### src/rtl/instr_load_sequencer.sv
// Instruction load/run sequencer: assembles UART frames into RAM write fields,
// then steps the RAM read address through a valid/done handshake with the executor.
// Optional build macro FRAME_CHECKSUM_EN adds a trailing XOR checksum byte per frame.
module instr_load_sequencer #(
  parameter int unsigned NUMBER_OF_INSTRUCTIONS = 4,
  parameter int unsigned TIMEOUT_CYCLES         = 10000
) (
  input  logic        clk,
  input  logic        rst,
  input  logic [7:0]  rx_data,
  input  logic        rx_valid,
  input  logic        start,
  input  logic        exec_done,
  output logic [7:0]  opcode,
  output logic [7:0]  sel,
  output logic [7:0]  op1h,
  output logic [7:0]  op1l,
  output logic [7:0]  op2h,
  output logic [7:0]  op2l,
  output logic        load,
  output logic [11:0] addr,
  output logic        instr_valid,
  output logic [11:0] loaded_cnt,
  output logic        busy,
  output logic        prog_done,
  output logic        frame_err
);

`ifdef FRAME_CHECKSUM_EN
  localparam int unsigned FRAME_BYTES = 7;
`else
  localparam int unsigned FRAME_BYTES = 6;
`endif
  localparam int unsigned FIELDS = 6;
  localparam int unsigned IDX_W  = 3;
  localparam int unsigned CNT_W  = 12;
  localparam int unsigned TMO_W  = (TIMEOUT_CYCLES > 1) ? $clog2(TIMEOUT_CYCLES) : 1;

  typedef enum logic [2:0] {
    S_COLLECT = 3'd0,
    S_LOAD    = 3'd1,
    S_FETCH   = 3'd2,
    S_WAIT    = 3'd3,
    S_EXEC    = 3'd4
  } state_e;

  state_e                   state_q, state_d;
  logic [FIELDS-1:0][7:0]   fields_q, fields_d;
  logic [IDX_W-1:0]         byte_idx_q, byte_idx_d;
  logic [TMO_W-1:0]         tmo_q, tmo_d;
  logic [CNT_W-1:0]         loaded_cnt_q, loaded_cnt_d;
  logic [CNT_W-1:0]         addr_q, addr_d;
  logic                     load_q, load_d;
  logic                     instr_valid_q, instr_valid_d;
  logic                     busy_q, busy_d;
  logic                     prog_done_q, prog_done_d;
  logic                     frame_err_q, frame_err_d;

  logic run_req_c;
  logic rx_take_c;
  logic frame_last_c;
  logic frame_ok_c;
  logic exec_last_c;

  // A run request wins over a coincident byte; bytes are only accepted while loading.
  assign run_req_c    = start && (state_q == S_COLLECT) && (byte_idx_q == '0)
                        && (loaded_cnt_q != '0);
  assign rx_take_c    = rx_valid && !run_req_c
                        && ((state_q == S_COLLECT) || (state_q == S_LOAD));
  assign frame_last_c = rx_take_c && (byte_idx_q == IDX_W'(FRAME_BYTES - 1));
  assign exec_last_c  = (addr_q == (loaded_cnt_q - CNT_W'(1)));

`ifdef FRAME_CHECKSUM_EN
  logic [7:0] csum_c;
  always_comb begin
    csum_c = '0;
    for (int i = 0; i < FIELDS; i++) csum_c = csum_c ^ fields_q[i];
  end
  assign frame_ok_c = (csum_c == rx_data);
`else
  assign frame_ok_c = 1'b1;
`endif

  // State register
  always_ff @(posedge clk) begin
    if (!rst) state_q <= S_COLLECT;
    else      state_q <= state_d;
  end

  // Next-state logic
  always_comb begin
    state_d = state_q;
    case (state_q)
      S_COLLECT: begin
        if (run_req_c)         state_d = S_FETCH;
        else if (frame_last_c) state_d = S_LOAD;
      end
      S_LOAD:  state_d = S_COLLECT;
      S_FETCH: state_d = S_WAIT;
      S_WAIT:  state_d = S_EXEC;
      S_EXEC: begin
        if (exec_done) state_d = exec_last_c ? S_COLLECT : S_FETCH;
      end
      default: state_d = S_COLLECT;
    endcase
  end

  // Output / datapath next values
  always_comb begin
    fields_d      = fields_q;
    byte_idx_d    = byte_idx_q;
    tmo_d         = tmo_q;
    loaded_cnt_d  = loaded_cnt_q;
    addr_d        = addr_q;
    load_d        = 1'b0;
    instr_valid_d = instr_valid_q;
    prog_done_d   = prog_done_q;
    frame_err_d   = frame_err_q;
    busy_d        = (state_d == S_FETCH) || (state_d == S_WAIT) || (state_d == S_EXEC);

    if (rx_take_c) begin
      for (int i = 0; i < FIELDS; i++) begin
        if (byte_idx_q == IDX_W'(i)) fields_d[i] = rx_data;
      end
      byte_idx_d = frame_last_c ? '0 : byte_idx_q + IDX_W'(1);
      tmo_d      = '0;
    end else if ((state_q == S_COLLECT) && (byte_idx_q != '0) && (TIMEOUT_CYCLES != 0)) begin
      // Partial frame idle too long: drop it but keep the previous fields.
      if (tmo_q == TMO_W'(TIMEOUT_CYCLES - 1)) begin
        tmo_d       = '0;
        byte_idx_d  = '0;
        frame_err_d = 1'b1;
      end else begin
        tmo_d = tmo_q + TMO_W'(1);
      end
    end

    if (frame_last_c) begin
      if (frame_ok_c && (loaded_cnt_q < CNT_W'(NUMBER_OF_INSTRUCTIONS))) begin
        load_d       = 1'b1;
        loaded_cnt_d = loaded_cnt_q + CNT_W'(1);
      end else begin
        frame_err_d = 1'b1;
      end
    end

    if (run_req_c) begin
      addr_d      = '0;
      prog_done_d = 1'b0;
    end

    if (state_q == S_WAIT) instr_valid_d = 1'b1;

    if ((state_q == S_EXEC) && exec_done) begin
      instr_valid_d = 1'b0;
      if (exec_last_c) prog_done_d = 1'b1;
      else             addr_d      = addr_q + CNT_W'(1);
    end
  end

  // Datapath and output registers
  always_ff @(posedge clk) begin
    if (!rst) begin
      fields_q      <= '0;
      byte_idx_q    <= '0;
      tmo_q         <= '0;
      loaded_cnt_q  <= '0;
      addr_q        <= '0;
      load_q        <= 1'b0;
      instr_valid_q <= 1'b0;
      busy_q        <= 1'b0;
      prog_done_q   <= 1'b0;
      frame_err_q   <= 1'b0;
    end else begin
      fields_q      <= fields_d;
      byte_idx_q    <= byte_idx_d;
      tmo_q         <= tmo_d;
      loaded_cnt_q  <= loaded_cnt_d;
      addr_q        <= addr_d;
      load_q        <= load_d;
      instr_valid_q <= instr_valid_d;
      busy_q        <= busy_d;
      prog_done_q   <= prog_done_d;
      frame_err_q   <= frame_err_d;
    end
  end

  assign opcode      = fields_q[0];
  assign sel         = fields_q[1];
  assign op1h        = fields_q[2];
  assign op1l        = fields_q[3];
  assign op2h        = fields_q[4];
  assign op2l        = fields_q[5];
  assign load        = load_q;
  assign addr        = addr_q;
  assign instr_valid = instr_valid_q;
  assign loaded_cnt  = loaded_cnt_q;
  assign busy        = busy_q;
  assign prog_done   = prog_done_q;
  assign frame_err   = frame_err_q;

endmodule

### config.mk
export PLATFORM = sky130hd
export DESIGN_NAME = instr_load_sequencer
export DESIGN_NICKNAME = d
export VERILOG_FILES = /design/src/rtl/instr_load_sequencer.sv
export SDC_FILE = /design/constraint.sdc
export NUM_CORES = 1
export LEC_CHECK = 0
export ABC_AREA = 1
export CORE_MARGIN = 1
export CORE_UTILIZATION = 35
export CTS_BUF_LIST = sky130_fd_sc_hd__clkbuf_8 sky130_fd_sc_hd__clkbuf_16
export CTS_CLUSTER_DIAMETER = 60
export DETAILED_ROUTE_END_ITERATION = 8
export GPL_ROUTABILITY_DRIVEN = 0
export GPL_TIMING_DRIVEN = 0
export HOLD_SLACK_MARGIN = 0.1
export PLACE_DENSITY = 0.64
export SLEW_MARGIN = 20
export SYNTH_ARGS = -nofsm -noshare
export SYNTH_HDL_FRONTEND = slang
export SYNTH_SLANG_ARGS = --single-unit
export TNS_END_PERCENT = 10
### constraint.sdc
create_clock -name clk -period 2.33 [get_ports clk]
set_clock_uncertainty 0.15 [all_clocks]
set_input_delay 0.3495 -clock clk [delete_from_list [all_inputs] [get_ports clk]]
set_output_delay 0.3495 -clock clk [all_outputs]
set_load 0.02 [all_outputs]
# Word-level counts from Yosys, hierarchy flattened
# Cells that the tools add are included.
[totals] ff_bits=97 in_bits=13 output_inout_bits=77 wordCells=88
[classes] n_reduce_logical=29 n_mux=22 eq_ne=14 order_cmp=1 addsub=5 bitwise_logic=1
[op_table] op="$mux W12" count=3
[op_table] op="$add A12 B1 Y12 const B" count=2
[op_table] op="$mux W3" count=7
[op_table] op="$eq A3 B2 Y1 const B" count=6
[op_table] op="$reduce_and A2 Y1" count=9
[op_table] op="$add A14 B1 Y14 const B" count=1
[op_table] op="$eq A14 B14 Y1 const B" count=1
[op_table] op="$mux W14" count=1
[op_table] op="$eq A12 B12 Y1" count=1
[op_table] op="$eq A3 B3 Y1 const B" count=4
[op_table] op="$lt A12 B3 Y1 const B" count=1
[op_table] op="$pmux W3 S4" count=1
[op_table] op="$reduce_bool A12 Y1" count=1
[op_table] op="$sub A12 B1 Y12 const B" count=1
[op_table] op="$mux W1" count=9
[op_table] op="$logic_and A1 B1 Y1" count=8
[op_table] op="$eq A3 B1 Y1 const B" count=2
[op_table] op="$logic_not A3 Y1" count=2
[op_table] op="$reduce_bool A2 Y1" count=2
[op_table] op="$reduce_or A2 Y1" count=2
[op_table] op="$add A3 B1 Y3 const B" count=1
[op_table] op="$logic_or A1 B1 Y1" count=3
[op_table] op="$reduce_bool A3 Y1" count=1
[op_table] op="$mux W2" count=1
[op_table] op="other kinds (2)" count=2

# Depth between registers and ports, before layout
# Gate-level depths: netlist (run 1).
[logic_depth] word_depth=14 depth_mapped=16 depth_no_buf=15

# Worst setup path before layout (run 1)
# OpenSTA, ideal clock, no wires.
[synth_timing] kind="register -> register" from="reg loaded_cnt_q[0], in the netlist loaded_cnt[0]" to="reg busy_q, in the netlist busy" setup_slack_ns=0.104 arrival_time_ns=1.963 path_stages_with_launch=17 period_less_slack_ns=2.226 n_path_buf=1 cell_sequence="dfxtp_1 inv_1 ha_1 inv_1 nand2_1 nand2_1 nor2_1 nand2_1 nor2_1 nand3_1 nor2_2 nand3_4 nand2_4 buf_8 nand2_2 nand2_1 nand2_1"
[synth_between] elab_chain_cells=12 word_cells_on_any_way=18
[synth_rtl] item="start, declared" line="51" rtl="logic [CNT_W-1:0] loaded_cnt_q, loaded_cnt_d;"
[synth_rtl] item="start signal, assigned" line="178" rtl="loaded_cnt_q <= loaded_cnt_d;"
[synth_rtl] item="parallel branches: the longest is 8 deep, another holds $sub A12 B1 Y12"
[synth_rtl] item="$pmux W3 S4 *" line="93" rtl="case (state_q)"
[synth_rtl] item="$eq A3 B2 Y1" line="119" rtl="busy_d = (state_d == S_FETCH) || (state_d == S_WAIT) || (state_d == S_EXEC);"
[synth_rtl] item="$logic_or A1 B1 Y1" line="119"
[synth_rtl] item="$logic_or A1 B1 Y1 *" line="119"
[synth_rtl] item="end signal, assigned" line="182" rtl="busy_q <= busy_d;"
[synth_rtl] item="end, declared" line="55" rtl="logic busy_q, busy_d;"
# Mark *: on every way between the ends.
# A chain may end at the register's enable or synchronous reset.

# Worst setup path after layout (run 1)
[layout_timing] from="reg byte_idx_q[0]" to="reg tmo_q[13]"
[layout_between] elab_chain_cells=7 word_cells_on_any_way=9
[layout_rtl] item="start, declared" line="49" rtl="logic [IDX_W-1:0] byte_idx_q, byte_idx_d;"
[layout_rtl] item="start signal, assigned" line="176" rtl="byte_idx_q <= byte_idx_d;"
[layout_rtl] item="$logic_not A3 Y1" line="66" rtl="assign run_req_c = start && (state_q == S_COLLECT) && (byte_idx_q == '0)"
[layout_rtl] item="$logic_and A1 B1 Y1" line="66"
[layout_rtl] item="$logic_and A1 B1 Y1" line="67" rtl="&& (loaded_cnt_q != '0);"
[layout_rtl] item="$logic_not A1 Y1" line="68" rtl="assign rx_take_c = rx_valid && !run_req_c"
[layout_rtl] item="$logic_and A1 B1 Y1" line="68"
[layout_rtl] item="$logic_and A1 B1 Y1" line="69" rtl="&& ((state_q == S_COLLECT) || (state_q == S_LOAD));"
[layout_rtl] item="$reduce_or A2 Y1 (no source line)"
[layout_rtl] item="end signal, assigned" line="177" rtl="tmo_q <= tmo_d;"
[layout_rtl] item="end, declared" line="50" rtl="logic [TMO_W-1:0] tmo_q, tmo_d;"
# Parallel ways exist; a longest one is shown, timed or not.

==> run_results.csv, run 1 <==
group,metric,value,unit
status,status,"finished clean",
cts,cts_sinks,97,
critical_path,end_kind,"flip-flop",
floorplanning,die-area,13400,sq um
final_layout,final_area,5980,sq um
critical_path,critPathLaunchType,"flip-flop",
routing,wl_met2,5850,um
power_and_ir_drop,p_sw,902,uW
final_layout,fin_nets,756,
floorplanning,core-area,12600,sq um
routing,post_drt_wl_per_cell,13.4,um
run,max-cap-violations,0,
sta,relSlewSlack,62.4,%
final_layout,post-route-util,47.4,%
cts,cts_max_path_buffers,2,
synthesis,synth_nets,656,
synthesis,synth_area_leader_cell,"dfxtp_1",
critical_path,path_buf_inv,1,
synthesis,synth_cell_types,38,
cts,path_clk_slew,0.07,ns
sta,fmax,456,MHz
cts,numCtsBuffers,9,
synthesis,async_reset_ff_share,0,%
floorplanning,dieHeight,116,um
global_route,track_usage,19.0,%
power_and_ir_drop,clkPwrFrac,43.4,%
synthesis,ys_top_cells_by_area,"dfxtp_1 43%, nand2_1 11%, inv_1 6.6%, nor2_1 6.3%, a21oi_1 6.1%",
routing,postRouteAntennaNets,0,
routing,topRoutingLayerUsed,"met4",
final_layout,drive_above_1_share,7.71,%
power_and_ir_drop,peakVddDrop,0.325,mV
routing,vias,4334,
routing,routed_wl,12200,um
synthesis,ys_seq_elements,97,
cts,cts-root-buf,"clkbuf_16",
power_and_ir_drop,p_int,2.66,mW
synthesis,synth_area_per_cell,7.14,sq um
routing,drcViolationCount,0,
power_and_ir_drop,seqPwrFrac,48.2,%
synthesis,ys_warn_count,0,
critical_path,required,2.41,ns
global_route,first_global_vias,4002,
floorplanning,ios,90,
critical_path,crit_chain,"inv_1, ha_1, nand2_1, nand3_4, nor2_2, nand4_1, nor4_2, xnor2_1, nor2_1",
critical_path,cpLargestDelayFamily,"simple AND/OR/NAND/NOR gates",
power_and_ir_drop,netSwitchingFraction,25.4,%
synthesis,seq_area_frac_synth,42.9,%
global_route,grt_pass1_wl,19500,um
critical_path,r2r-end,"tmo_q[13]",
routing,firstDrtPassIters,5,
place,place_hpwl,9190,um
synthesis,netlist_area,4530,sq um
synthesis,synth_flop_cell,"dfxtp_1",
critical_path,worstReg2RegStart,"byte_idx_q[0]",
min_path,whs_endpoint,"op1h[0]",
cts,insertion_delay,0.35,ns
global_route,gr-total-overflow,0,
power_and_ir_drop,finalPower,3.56,mW
place,io_buffers,88,
sta,setup_viol,0,
critical_path,crit_path_top_delay_cell,"dfxtp_1",
floorplanning,initial_core_util,35.9,%
routing,post_drt_via_cell_ratio,4.76,
routing,wl_met1,5570,um
sta,timing.final.crit_share,94.1,%
cts,cts_tree,"yes",
sta,holdWs,0.295,ns
final_layout,antenna_cells,0,
critical_path,crit_fanout,6,
cts,cts_htree_levels,3,
floorplanning,rows,41,
power_and_ir_drop,leakage,2.50,nW
final_layout,syn2layout_area_growth,32.2,%
min_path,hold-path-cell-count,2,
min_path,hold_path.startpoint,"op1h[0]",
routing,drtIter0Drc,225,
critical_path,r2r_slack,0.14,ns
power_and_ir_drop,powerDensity,595,nW/um^2
synthesis,synth_top_area_share,42.9,%
min_path,hp-class,"reg -> reg",
place,place_area,5620,sq um
global_route,grt_max_degree,18,
sta,rsz0062_at_grt,"true",
sta,hold_violations,0,
synthesis,syn_inst,634,
floorplanning,fp.dieW,116,um
power_and_ir_drop,comb_power_share,8.4,%
sta,worst_slew_pin_slew,0.564,ns
synthesis,synth_edf_count,0,
routing,met3WireLength,507,um
sta,layout_min_cycle_time,2.19,ns
critical_path,crit_arrival,2.27,ns
critical_path,max_stage_delay,0.37,ns
critical_path,rr_worst_depth,9,
critical_path,crit_type,"reg -> reg",
sta,finalMaxSlewViolations,0,
global_route,grt_antenna_before_repair,0,
-- state kept, by name (all words and copies together), names as in the netlist --
| register | flops |
|---|---|
| tmo_q | 14 |
| addr | 12 |
| loaded_cnt | 12 |
| op1h | 8 |
| op1l | 8 |
| op2h | 8 |
| op2l | 8 |
| opcode | 8 |
| sel | 8 |
| byte_idx_q | 3 |
| state_q | 3 |
| busy | 1 |
| frame_err | 1 |
| instr_valid | 1 |
| load | 1 |
| prog_done | 1 |
-- logic make-up (layout without fill, tap and decap cells) --
logic type | after synthesis | in the layout | share of synthesized area, %
AO/OA/AOI/OAI | 106 | 106 | 12.4
XOR/XNOR | 17 | 17 | 3.29
adder cells (fa/ha/maj) | 9 | 9 | 2.49
buffers and inverters | 103 | 208 | 9.37
flip-flops | 97 | 97 | 42.9
AND/OR/NAND/NOR | 302 | 302 | 29.6
-- worst max path at each step --
stage	startpoint	end	cells past startpoint
finish	byte_idx_q[0]	tmo_q[13]	9
global route	byte_idx_q[0]	tmo_q[13]	9
CTS	loaded_cnt[1]	busy	16
detailed placement	loaded_cnt[0]	busy	16
global placement	loaded_cnt[0]	busy	16
floorplan	loaded_cnt[0]	busy	16
-- power by group through the flow --
stage / Clock (mW) / Sequential (mW) / Combinational (mW)
finish: 1.55 / 1.71 / 0.298
global route: 1.64 / 1.72 / 0.325
CTS: 1.59 / 1.71 / 0.296
detailed placement: 0 / 1.75 / 0.295
global placement: 0 / 1.75 / 0.290
floorplan: 0 / 1.79 / 0.124
-- timing repair --
action,in CTS,in global routing
pin swaps,0,1
hold buffers,0,0
cloned,0,0
setup endpoints to repair,3,40
setup buffers,0,1
gates resized for setup,2,11
-- cell type report --
cell class / instances / area, sq um
plain buffers: 21 / 116
clock buffers: 9 / 225
clock inverters: 7 / 78.8
fillers: 1293 / 6640
inverters: 82 / 308
multi-input cells: 434 / 2210
flip-flops and latches: 97 / 1940
well taps: 172 / 215
repair buffers: 89 / 888
-- synthesized netlist by cell type (2+ instances only) --
cell      count
xnor2_1       5
o21ai_0      39
nand2_2       4
nor2_2       10
nand3_2       4
buf_2         6
nor2_1       76
nor3b_1       3
dfxtp_1      97
nor3_1       13
xor2_1       12
nand3b_1      4
inv_2         2
clkbuf_1     11
nor4_1        3
a21oi_1      55
nand2_1     138
inv_1        79
buf_6         2
nand3_1      37
a211oi_1      3
a31oi_1       2
ha_1          9
nand4_1       6
-- placed cells by master (no fill, tap or decap), types with 8 or more instances in the layout --
cell,instances
a21oi_1,55
clkbuf_1,11
clkbuf_16,9
clkdlybuf4s50_1,88
dfxtp_1,95
ha_1,8
inv_1,78
nand2_1,138
nand3_1,37
nor2_1,75
nor2_2,9
nor3_1,12
o21ai_0,38
xor2_1,12
-- worst register-to-register path, delay by kind of cell (launching register included) --
kind / cells / cell delay, ns
flip-flops: 1 / 0.37
adder cells (fa/ha/maj): 1 / 0.23
AND/OR/NAND/NOR: 6 / 1.09
XOR/XNOR: 1 / 0.16
buffers and inverters: 1 / 0.10
-- per-layer routing --
layer,GRT usage (%),up-vias
met1,24.4,1984
met5,0,-
met4,8.72,0
met3,2.88,14
li1,-,2234
met2,31.5,102
-- metrics by stage --
stage / instances / worst slack (ns) / TNS (ns)
detailed placement: 894 / -0.0555 / -0.0676
global placement: 894 / -0.0391 / -0.0391
CTS: 910 / 0.00101 / 0
global route: 911 / -0.0298 / -0.0571
floorplan: 634 / 0.104 / 0
finish: 911 / 0.138 / 0
No activity file was read; power rests on OpenSTA's default activity.
==> run 2, diff against run 1 <==
==> constraint.sdc (replaced) <==
create_clock -name clk -period 2.33 [get_ports clk]
set_clock_uncertainty 0.15 [all_clocks]
set_input_delay 0.3495 -clock clk [delete_from_list [all_inputs] [get_ports clk]]
set_output_delay 0.3495 -clock clk [all_outputs]
set_load 0.01 [all_outputs]
==> results of run 2 <==
Same layout as run 1 (identical final DEF). Status: finished clean.
Main changes from that run: total power 3.56 mW -> 3.54 mW
